### src/rtl/btn_conditioner.sv
// Five-channel push-button conditioner: synchronise, debounce, edge detect.
// Direction buttons optionally auto-repeat while held; center never repeats.
module btn_conditioner #(
    parameter int unsigned DEBOUNCE_CYCLES = 1_000_000,
    parameter int unsigned REPEAT_EN       = 1,
    parameter int unsigned REPEAT_DELAY    = 50_000_000,
    parameter int unsigned REPEAT_PERIOD   = 10_000_000
) (
    input  logic       clk,
    input  logic       rst,
    input  logic       btn_center_in,
    input  logic       btn_up_in,
    input  logic       btn_left_in,
    input  logic       btn_down_in,
    input  logic       btn_right_in,
    output logic       btn_center,
    output logic       btn_up,
    output logic       btn_left,
    output logic       btn_down,
    output logic       btn_right,
    output logic [4:0] btn_level
);

    localparam int unsigned CW = $clog2(DEBOUNCE_CYCLES + 1);
    localparam logic [CW-1:0] CNT_LAST = CW'(DEBOUNCE_CYCLES - 1);

    logic [4:0] raw;
    logic [4:0] s1_q;
    logic [4:0] s2_q;
    logic [4:0] stable_q;
    logic [4:0] stable_d;
    logic [4:0] level_q;
    logic [4:0] pulse_q;
    logic [4:0] pulse_d;
    logic [4:0] rep_fire;
    logic [CW-1:0] cnt_q [5];
    logic [CW-1:0] cnt_d [5];

    assign raw = {btn_center_in, btn_up_in, btn_left_in, btn_down_in, btn_right_in};

    always_comb begin
        stable_d = stable_q;
        for (int i = 0; i < 5; i++) begin
            cnt_d[i] = '0;
            if (s2_q[i] != stable_q[i]) begin
                if (cnt_q[i] == CNT_LAST) begin
                    stable_d[i] = s2_q[i];
                end else begin
                    cnt_d[i] = cnt_q[i] + CW'(1);
                end
            end
        end
    end

    // Press is seen one stage after stable rises, aligned with btn_level.
    always_comb begin
        pulse_d = (stable_q & ~level_q) | rep_fire;
    end

    always_ff @(posedge clk) begin
        if (rst) begin
            s1_q     <= '0;
            s2_q     <= '0;
            stable_q <= '0;
            level_q  <= '0;
            pulse_q  <= '0;
            for (int i = 0; i < 5; i++) begin
                cnt_q[i] <= '0;
            end
        end else begin
            s1_q     <= raw;
            s2_q     <= s1_q;
            stable_q <= stable_d;
            level_q  <= stable_q;
            pulse_q  <= pulse_d;
            for (int i = 0; i < 5; i++) begin
                cnt_q[i] <= cnt_d[i];
            end
        end
    end

    assign rep_fire[4] = 1'b0;

    for (genvar g = 0; g < 4; g++) begin : g_rep
        if (REPEAT_EN != 0) begin : g_on
            localparam int unsigned RW = $clog2(REPEAT_DELAY + 1);
            localparam logic [RW-1:0] REP_LAST = RW'(REPEAT_DELAY - 1);
            localparam logic [RW-1:0] REP_RELOAD = RW'(REPEAT_DELAY - REPEAT_PERIOD);

            logic [RW-1:0] rep_cnt_q;
            logic [RW-1:0] rep_cnt_d;
            logic          fire;

            // Counting starts the cycle after the press pulse; release zeroes it.
            always_comb begin
                rep_cnt_d = '0;
                fire      = 1'b0;
                if (stable_q[g] && level_q[g]) begin
                    if (rep_cnt_q == REP_LAST) begin
                        rep_cnt_d = REP_RELOAD;
                        fire      = 1'b1;
                    end else begin
                        rep_cnt_d = rep_cnt_q + RW'(1);
                    end
                end
            end

            always_ff @(posedge clk) begin
                if (rst) begin
                    rep_cnt_q <= '0;
                end else begin
                    rep_cnt_q <= rep_cnt_d;
                end
            end

            assign rep_fire[g] = fire;
        end else begin : g_off
            assign rep_fire[g] = 1'b0;
        end
    end

    assign {btn_center, btn_up, btn_left, btn_down, btn_right} = pulse_q;
    assign btn_level = level_q;

endmodule

### config.mk
export PLATFORM = sky130hd
export DESIGN_NAME = btn_conditioner
export DESIGN_NICKNAME = d
export VERILOG_FILES = /design/src/rtl/btn_conditioner.sv
export SDC_FILE = /design/constraint.sdc
export NUM_CORES = 1
export LEC_CHECK = 0
export CAP_MARGIN = 0
export CORE_ASPECT_RATIO = 0.9
export CORE_UTILIZATION = 55
export DETAILED_ROUTE_END_ITERATION = 10
export PLACE_DENSITY = 0.72
export SYNTH_ARGS = -nofsm -noshare
export SYNTH_HDL_FRONTEND = slang
export SYNTH_SLANG_ARGS = --single-unit
### constraint.sdc
create_clock -name clk -period 2.1 [get_ports clk]
set_input_delay 0.21 -clock clk [delete_from_list [all_inputs] [get_ports clk]]
set_output_delay 0.21 -clock clk [all_outputs]
set_load 0.05 [all_outputs]
==> results.txt, run 1 <==
status = finished, final reports clean
antenna cell count = 0
WP data required = 1890 ps
VDD IR max = 0.000771 V
clk_skew = 6.14 ps
Slew HR = 0.603
clock slew at reported path FFs = 60 ps
reg2reg end = g_rep[2].g_on.rep_cnt_q[5]
share of layout cells above drive strength 1 = 0.0580
final worst path period share = 0.937
Reg area = 4580 µm²
Setup violations, final = 0
worst-skew pair later-pin latency = 510 ps
Routed Antenna Nets = 0
syn nets = 1084
Worst R2R Path Depth = 5
total power = 0.00862 W
Initial Util = 0.566
Arr. time, crit path = 1760 ps
CTS sink cnt = 229
register area share after synthesis = 0.477
Crit path largest cell delay = 840 ps
initial antenna violation count = 0
drt pass-1 iters = 4
Util after Layout = 0.640
Total Routing Usage GR = 0.187
CP Max Fanout = 4
Initial DRC Count = 258
DR DRC count = 0
unrepaired setup endpoints after global routing = false
final wirelength = 16500 µm
asr flop ratio synth = 0
Worst path top cell family by delay = buffers and inverters
Netlist Area Pre-Place = 9620 µm²
class of the worst hold path = primary input to flip-flop
Area Overhead vs Synth = 13.1%
die width = 141 µm
post_cts resized = 0
critical path depth = 1
post-CTS setup buffer count = 0
Max stage delay cell, worst path = clkdlybuf4s50_1
row count = 45
vias per cell = 5.17
R2R Setup Slk = 260 ps
Max Buffers Root-to-Sink = 3
hold path endpoint = s1_q[4]
die area = 18000 µm²
vias in the first global route = 6551
Final min period = 1970 ps
Yosys cell types = 43
maximum number of pins on one net before global-route repair = 21
MaxCap Viol Count = 0
root buffer cell = clkbuf_16
core area = 17000 µm²
Fillers = 1457
EDFF count, synth = 0
WHS Path Cells = 2
die height = 127 µm
CP bufs+invs = 1
hold_buf cts = 0
Max Slew Vio Count = 0
Synth Register Bits = 229
placer congestion estimate = 0.862
most used flip-flop cell after synthesis = dfxtp_1
CTS Buf Count = 24
Cells after Synth = 1068
syn_area_per_cell = 9.01 µm²
first-pass GRT wire length = 28700 µm
critical-path cell list = clkdlybuf4s50_1
setup TNS = 0 ps
Port Buf Inserts = 16
DP HPWL = 11000 µm
num ports = 17
CTS tree = yes
min-delay src = btn_center_in
wire per inst = 12.1 µm
RR Startpoint = g_rep[2].g_on.rep_cnt_q[0]
cell area power density = 792 nW/µm²
DR vias = 7005
area taken by multi-input logic gates = 4870 µm²
final hold violations = 0
Crit. End Element = primary output
worst hold slack = 266 ps
grt total ovfl = 0
crit start category = flip-flop
Layout Nets = 1119
H-tree Lvls = 1
Leak Pwr = 3.56 nW
Worst-Margin Slew = 591 ps
critical path class = flip-flop to primary output
YS warnings = 0
Fmax = 508 MHz
-- synth_stat cells (5+ instances only) --
master	count	area, µm²
a21oi_1	9	45.0
and3_1	24	150
and4_1	21	184
buf_2	8	40.0
clkbuf_1	9	33.8
dfxtp_1	229	4580
ha_1	9	113
inv_1	17	63.8
mux2i_1	5	50.1
nand2_1	80	300
nand3_1	82	410
nand3_2	5	50.1
nand4_1	47	294
nor2_1	227	852
nor2b_1	16	100
nor3_1	22	110
nor4_1	18	113
nor4b_1	10	87.6
or4_1	5	37.5
xnor2_1	69	604
xor2_1	115	1010
-- worst max path at each step --
stage,slack [ps],to,start
6_report,130,btn_level[0],btn_level[0]
5_1_grt,30,g_rep[0].g_on.rep_cnt_q[23],g_rep[0].g_on.rep_cnt_q[5]
4_1_cts,4,btn_level[1],btn_level[1]
3_5_place_dp,240,g_rep[0].g_on.rep_cnt_q[18],rst
3_3_place_gp,300,g_rep[0].g_on.rep_cnt_q[13],g_rep[0].g_on.rep_cnt_q[10]
2_1_floorplan,330,g_rep[2].g_on.rep_cnt_q[13],g_rep[2].g_on.rep_cnt_q[0]
-- report_power, final --
group	switching [W]	leakage (nW)	total [W]	internal, W
Combinational	0.0000286	1.31	0.0000526	0.0000240
Sequential	0.00000674	1.85	0.00436	0.00436
Clock	0.00165	0.396	0.00420	0.00255
Total	0.00169	3.56	0.00862	0.00693
-- cells by family after synthesis --
logic type               after synthesis  synth area share
multiplexers                           5           0.00520
AND/OR/NAND/NOR                      583             0.307
adder cells (fa/ha/maj)                9            0.0117
AO/OA/AOI/OAI                         21            0.0139
XOR/XNOR                             184             0.168
buffers and inverters                 37            0.0178
flip-flops                           229             0.477
-- state kept, by name, summed over array words and instances, names as in the netlist --
| name | flops |
|---|---|
| s2_q | 5 |
| cnt_q | 100 |
| btn_level | 5 |
| pulse_q | 5 |
| g_rep.g_on.rep_cnt_q | 104 |
| stable_q | 5 |
| s1_q | 5 |
-- metal layers --
layer | vias up | track usage | routed length (µm)
met5 | - | 0 | 0
met4 | 0 | 0.0468 | 309
met3 | 26 | 0.0360 | 440
met2 | 57 | 0.307 | 7170
met1 | 3215 | 0.255 | 8550
li1 | 3707 | - | -
-- metrics by stage --
| stage | worst slack (ps) | instances | cell area, µm² |
|---|---|---|---|
| 5_1_grt | 34.2 | 1356 | 10900 |
| 2_1_floorplan | 332 | 1068 | 9620 |
| 3_3_place_gp | 300 | 1312 | 10100 |
| 3_5_place_dp | 237 | 1312 | 10100 |
| 4_1_cts | 4.44 | 1356 | 10900 |
| 6_report | 132 | 1356 | 10900 |
-- cell type report --
type | instances | share of cell area
Inverter | 17 | 0.00587
Clock inverter | 6 | 0.00564
Multi-Input combinational cell | 802 | 0.448
Clock buffer | 38 | 0.0684
Timing Repair Buffer | 29 | 0.0239
Sequential cell | 229 | 0.421
Tap cell | 235 | 0.0270
-- cells in the final DEF (no fill, tap or decap), types with 5 or more instances in the layout --
cell / n
dfxtp_1: 229
mux2i_1: 5
nand3_1: 82
nand2_1: 80
xor2_1: 115
clkbuf_8: 7
clkdlybuf4s50_1: 15
a21oi_1: 9
xnor2_1: 69
nor2_1: 227
nor4_1: 18
or4_1: 5
ha_1: 9
nor3_1: 22
and4_1: 21
nor4b_1: 10
clkbuf_1: 6
buf_4: 13
inv_1: 17
and3_1: 24
nor2b_1: 16
nand4_1: 47
clkbuf_16: 25
(Power assumes the default switching activity.)
==> run 2: changes to the inputs <==
--- a/config.mk
+++ b/config.mk
@@ -7,9 +7,12 @@
 export LEC_CHECK = 0
 export CAP_MARGIN = 0
 export CORE_ASPECT_RATIO = 0.9
+export CORE_MARGIN = 2
 export CORE_UTILIZATION = 55
 export DETAILED_ROUTE_END_ITERATION = 10
+export MAX_ROUTING_LAYER = met4
 export PLACE_DENSITY = 0.72
+export SKIP_LAST_GASP = 1
 export SYNTH_ARGS = -nofsm -noshare
 export SYNTH_HDL_FRONTEND = slang
 export SYNTH_SLANG_ARGS = --single-unit
==> run 2 against run 1 <==
Power increased by 0.71%. Clock power increased by 1%. Die area increased by 3.0%. Clock-buffer cell count decreased by 2. Maximum frequency increased by 1.2%. Register-to-register slack got worse by 70 ps.
==> results.txt, run 2 (synthesis results as in run 1) <==
CP bufs+invs = 1
Max stage delay cell, worst path = clkdlybuf4s50_1
Layout Nets = 1121
Final Non-Filler Cells = 1357
Crit path largest cell delay = 830 ps
CTS sink cnt = 229
grt total ovfl = 0
Area Overhead vs Synth = 13.2%
critical-path cell list = clkdlybuf4s50_1
commonest non-fill, non-tap cell in the layout = dfxtp_1
Max Slew Vio Count = 0
Flop pwr share = 0.503
max FFs per register = 104
Worst Setup SP = btn_level[2]
M1 WL = 8550 µm
DP HPWL = 11300 µm
clock slew at reported path FFs = 60 ps
Max Buffers Root-to-Sink = 3
cell area power density = 797 nW/µm²
min-delay src = btn_down_in
crit start category = flip-flop
CTS tree = yes
combinational power share = 0.006
wire length on met3 = 503 µm
P_sw = 0.00172 W
share of layout cells above drive strength 1 = 0.0597
Port Buf Inserts = 16
die height = 129 µm
Initial DRC Count = 256
Routed Antenna Nets = 0
post-CTS setup buffer count = 0
placer congestion estimate = 0.850
placed instance count = 1314
VDD IR max = 0.000916 V
Top reg by flops = g_rep.g_on.rep_cnt_q
CP Max Fanout = 4
status = finished, final reports clean
final wirelength = 17000 µm
initial antenna violation count = 0
Leak Pwr = 3.55 nW
drt pass-1 iters = 4
clk_skew = 17.4 ps
Crit. End Element = primary output
Initial Util = 0.566
root buffer cell = clkbuf_16
first-pass GRT wire length = 29600 µm
num ports = 17
Final min period = 1940 ps
setup TNS = 0 ps
CTS Buf Count = 24
Worst-Margin Slew = 592 ps
unrepaired setup endpoints after global routing = false
MaxCap Viol Count = 0
DR DRC count = 0
vias per cell = 5.24
row count = 45
class of the worst hold path = primary input to flip-flop
Fillers = 1440
worst-skew pair later-pin latency = 510 ps
worst hold slack = 251 ps
wire per inst = 12.5 µm
Pint = 0.00696 W
largest registers = g_rep.g_on.rep_cnt_q (104), cnt_q (100)
DR top layer = met4
critical path class = flip-flop to primary output
H-tree Lvls = 1
final hold violations = 0
part of the power in the clock network = 0.491
final worst path period share = 0.926
switching share of total power = 0.198
Setup violations, final = 0
Worst path top cell family by delay = buffers and inverters
die area = 18600 µm²
die width = 143 µm
core area = 17000 µm²
routed wl met2 = 7670 µm
RR Startpoint = g_rep[3].g_on.rep_cnt_q[11]
antenna cell count = 0
maximum number of pins on one net before global-route repair = 21
most frequent cells in the layout = dfxtp_1, nor2_1, xor2_1, nand3_1, nand2_1
Slew HR = 0.603
Arr. time, crit path = 1730 ps
Fmax = 514 MHz
DR vias = 7112
Total Routing Usage GR = 0.194
vias in the first global route = 6631
WP data required = 1890 ps
hold_buf cts = 0
-- run 2: through the flow --
step	worst slack, ps	instance area, µm²	util	total power, W
CTS	126	10900	0.640	0.00878
global placement	233	10100	0.593	0.00451
global route	48.0	10900	0.640	0.00897
detailed placement	174	10100	0.593	0.00451
floorplan	332	9620	-	0.00449
finish	156	10900	0.640	0.00868
-- run 2: layer usage --
layer | up-vias | global-route usage
li1 | 3721 | -
met1 | 3294 | 0.252
met2 | 76 | 0.321
met3 | 21 | 0.0325
met4 | 0 | 0.0404
met5 | - | -
-- run 2: layout make-up --
cell class              instances  area [µm²]  area share
clock buffers                  36         706      0.0648
clock inverters                 7         103     0.00942
inverters                      17        63.8     0.00586
multi-input cells             802        4860       0.447
flip-flops and latches        229        4580       0.421
well taps                     235         294      0.0270
repair buffers                 31         273      0.0251
-- run 2: power by group through the flow --
stage,combinational (W),clock (W),sequential [W]
after floorplan,0.0000299,0,0.00446
after global placement,0.0000539,0,0.00446
after detailed placement,0.0000548,0,0.00446
after CTS,0.0000566,0.00436,0.00436
after global routing,0.0000612,0.00455,0.00436
final,0.0000549,0.00426,0.00436
-- run 2: worst paths after layout --
| kind | to | slack, ps | cells after the start |
|---|---|---|---|
| min reg2reg | pulse_q[4] | 420 | 1 |
| max | btn_level[2] | 160 | 1 |
| min | s1_q[1] | 250 | 2 |
| max reg2reg | g_rep[3].g_on.rep_cnt_q[23] | 190 | 5 |
-- run 2: timing repair --
item,4_1_cts,5_1_grt
resized for setup,0,1
endpoints found under the setup margin,0,2
hold endpoints to repair,0,0
==> run 3: changes to the inputs <==
==> constraint.sdc (replaced) <==
create_clock -name clk -period 2.1 [get_ports clk]
set_input_delay 0.42 -clock clk [delete_from_list [all_inputs] [get_ports clk]]
set_output_delay 0.42 -clock clk [all_outputs]
set_load 0.05 [all_outputs]
==> run 3 against run 2 <==
Via count shrank 1.3%. Clock skew down 5.4 ps. Worst setup slack lost 100 ps. Core utilization about the same. Largest cell class unchanged. Highest routed layer unchanged.
==> results.txt, run 3 (synthesis results as in run 1) <==
status = finished, final reports clean
R2R Setup Slk = 250 ps
Crit. End Element = primary output
Total Routing Usage GR = 0.190
most frequent cells in the layout = dfxtp_1, nor2_1, xor2_1, nand3_1, nand2_1
unrepaired setup endpoints after global routing = false
VDD IR max = 0.000559 V
combinational power share = 0.006
final wirelength = 16700 µm
Initial DRC Count = 391
root buffer cell = clkbuf_16
initial antenna violation count = 0
largest registers = g_rep.g_on.rep_cnt_q (104), cnt_q (100)
Setup violations, final = 0
Arr. time, crit path = 1630 ps
max FFs per register = 104
num ports = 17
Initial Util = 0.566
Flop pwr share = 0.518
clk_skew = 12.0 ps
final worst path period share = 0.975
row count = 45
die width = 143 µm
part of the power in the clock network = 0.476
Port Buf Inserts = 16
Leak Pwr = 3.55 nW
CP Max Fanout = 1
CTS tree = yes
crit start category = flip-flop
Max Slew Vio Count = 0
Fillers = 1441
share of layout cells above drive strength 1 = 0.0623
vias per cell = 5.17
drt pass-1 iters = 4
Final min period = 2050 ps
core area = 17000 µm²
Max Buffers Root-to-Sink = 3
placer congestion estimate = 0.799
Area Overhead vs Synth = 13.1%
final hold violations = 0
switching share of total power = 0.201
critical path class = flip-flop to primary output
DR vias = 7022
DP HPWL = 11200 µm
H-tree Lvls = 1
class of the worst hold path = flip-flop to flip-flop
antenna cell count = 0
cell area power density = 774 nW/µm²
Worst path top cell family by delay = buffers and inverters
MaxCap Viol Count = 0
Routed Antenna Nets = 0
Max stage delay cell, worst path = clkdlybuf4s50_1
CP bufs+invs = 1
setup TNS = 0 ps
maximum number of pins on one net before global-route repair = 26
worst hold slack = 420 ps
Fmax = 489 MHz
critical-path cell list = clkdlybuf4s50_1
Crit path largest cell delay = 800 ps
CTS sink cnt = 229
clock slew at reported path FFs = 60 ps
commonest non-fill, non-tap cell in the layout = dfxtp_1
Worst-Margin Slew = 548 ps
Pint = 0.00673 W
wire per inst = 12.3 µm
die area = 18600 µm²
DR DRC count = 0
die height = 129 µm
first-pass GRT wire length = 29200 µm
grt total ovfl = 0
P_sw = 0.00169 W
WP data required = 1680 ps
Slew HR = 0.632
CTS Buf Count = 23
worst-skew pair later-pin latency = 500 ps
Layout Nets = 1123
Top reg by flops = g_rep.g_on.rep_cnt_q
vias in the first global route = 6463
==> run 3: cell types whose count changed in the layout (fill, tap and decap cells not counted), sizes merged <==
cell           change
buf                +4
bufinv             -1
clkbuf             -3
clkdlybuf4s50      -4
clkinv             -2
clkinvlp           +5
dlygate4sd2        +3
inv                -1
==> run 3: layout make-up <==
| cell class | instances | area [µm²] | share of cell area |
|---|---|---|---|
| clock buffer | 33 | 673 | 0.0619 |
| clock inverter | 8 | 77.6 | 0.00713 |
| inverter | 17 | 63.8 | 0.00586 |
| multi-input combinational | 802 | 4860 | 0.447 |
| sequential | 229 | 4580 | 0.421 |
| tap | 235 | 294 | 0.0270 |
| timing repair buffer | 34 | 327 | 0.0300 |
==> run 3: worst paths after layout <==
path | depth (start not counted) | from | end
worst max-delay path | 1 | pulse_q[0] | btn_right
worst min-delay path | 1 | btn_level[4] | pulse_q[4]
worst max register to register | 7 | g_rep[0].g_on.rep_cnt_q[0] | g_rep[0].g_on.rep_cnt_q[22]
worst min register to register | 1 | btn_level[4] | pulse_q[4]
==> run 3: power groups by stage <==
stage                     Combinational (W)  Sequential [W]  Clock [W]
after global placement            0.0000551         0.00446          0
after global routing              0.0000610         0.00436    0.00428
after floorplan                   0.0000299         0.00446          0
after CTS                         0.0000559         0.00436    0.00410
after detailed placement          0.0000556         0.00446          0
final                             0.0000544         0.00436    0.00401
==> run 3: worst register-to-register path, stage by stage, from the launching register on <==
cell and delay [ps]:
dfxtp_1 370, ha_1 200, nand3_1 140, buf_4 200, nor4_4 450, nand3_1 150, xor2_1 190, nor2_1 50
==> run 3: routing by layer <==
layer	track usage	vias up	part of all wire	wire, µm
met5	-	-	0	0
met4	0.0421	0	0.020	334
met3	0.0340	26	0.034	568
met2	0.295	78	0.43	7210
li1	-	3713	-	-
met1	0.260	3205	0.51	8580
==> run 3: through the flow <==
stage	setup slack [ps]	total power [W]	std cells	area [µm²]	util
global route	1.36	0.00870	1358	10900	0.640
CTS	32.5	0.00852	1358	10900	0.640
detailed placement	98.6	0.00451	1317	10100	0.596
floorplan	332	0.00449	1068	9620	-
global placement	153	0.00451	1317	10100	0.596
finish	53.4	0.00842	1358	10900	0.640
==> run 3: timing repair <==
action                                 4_1_cts  5_1_grt
setup endpoints to repair                    3        0
buffers inserted                             0        0
hold buffers                                 0        0
endpoints found under the hold margin        0        0
gates resized for setup                      3        0
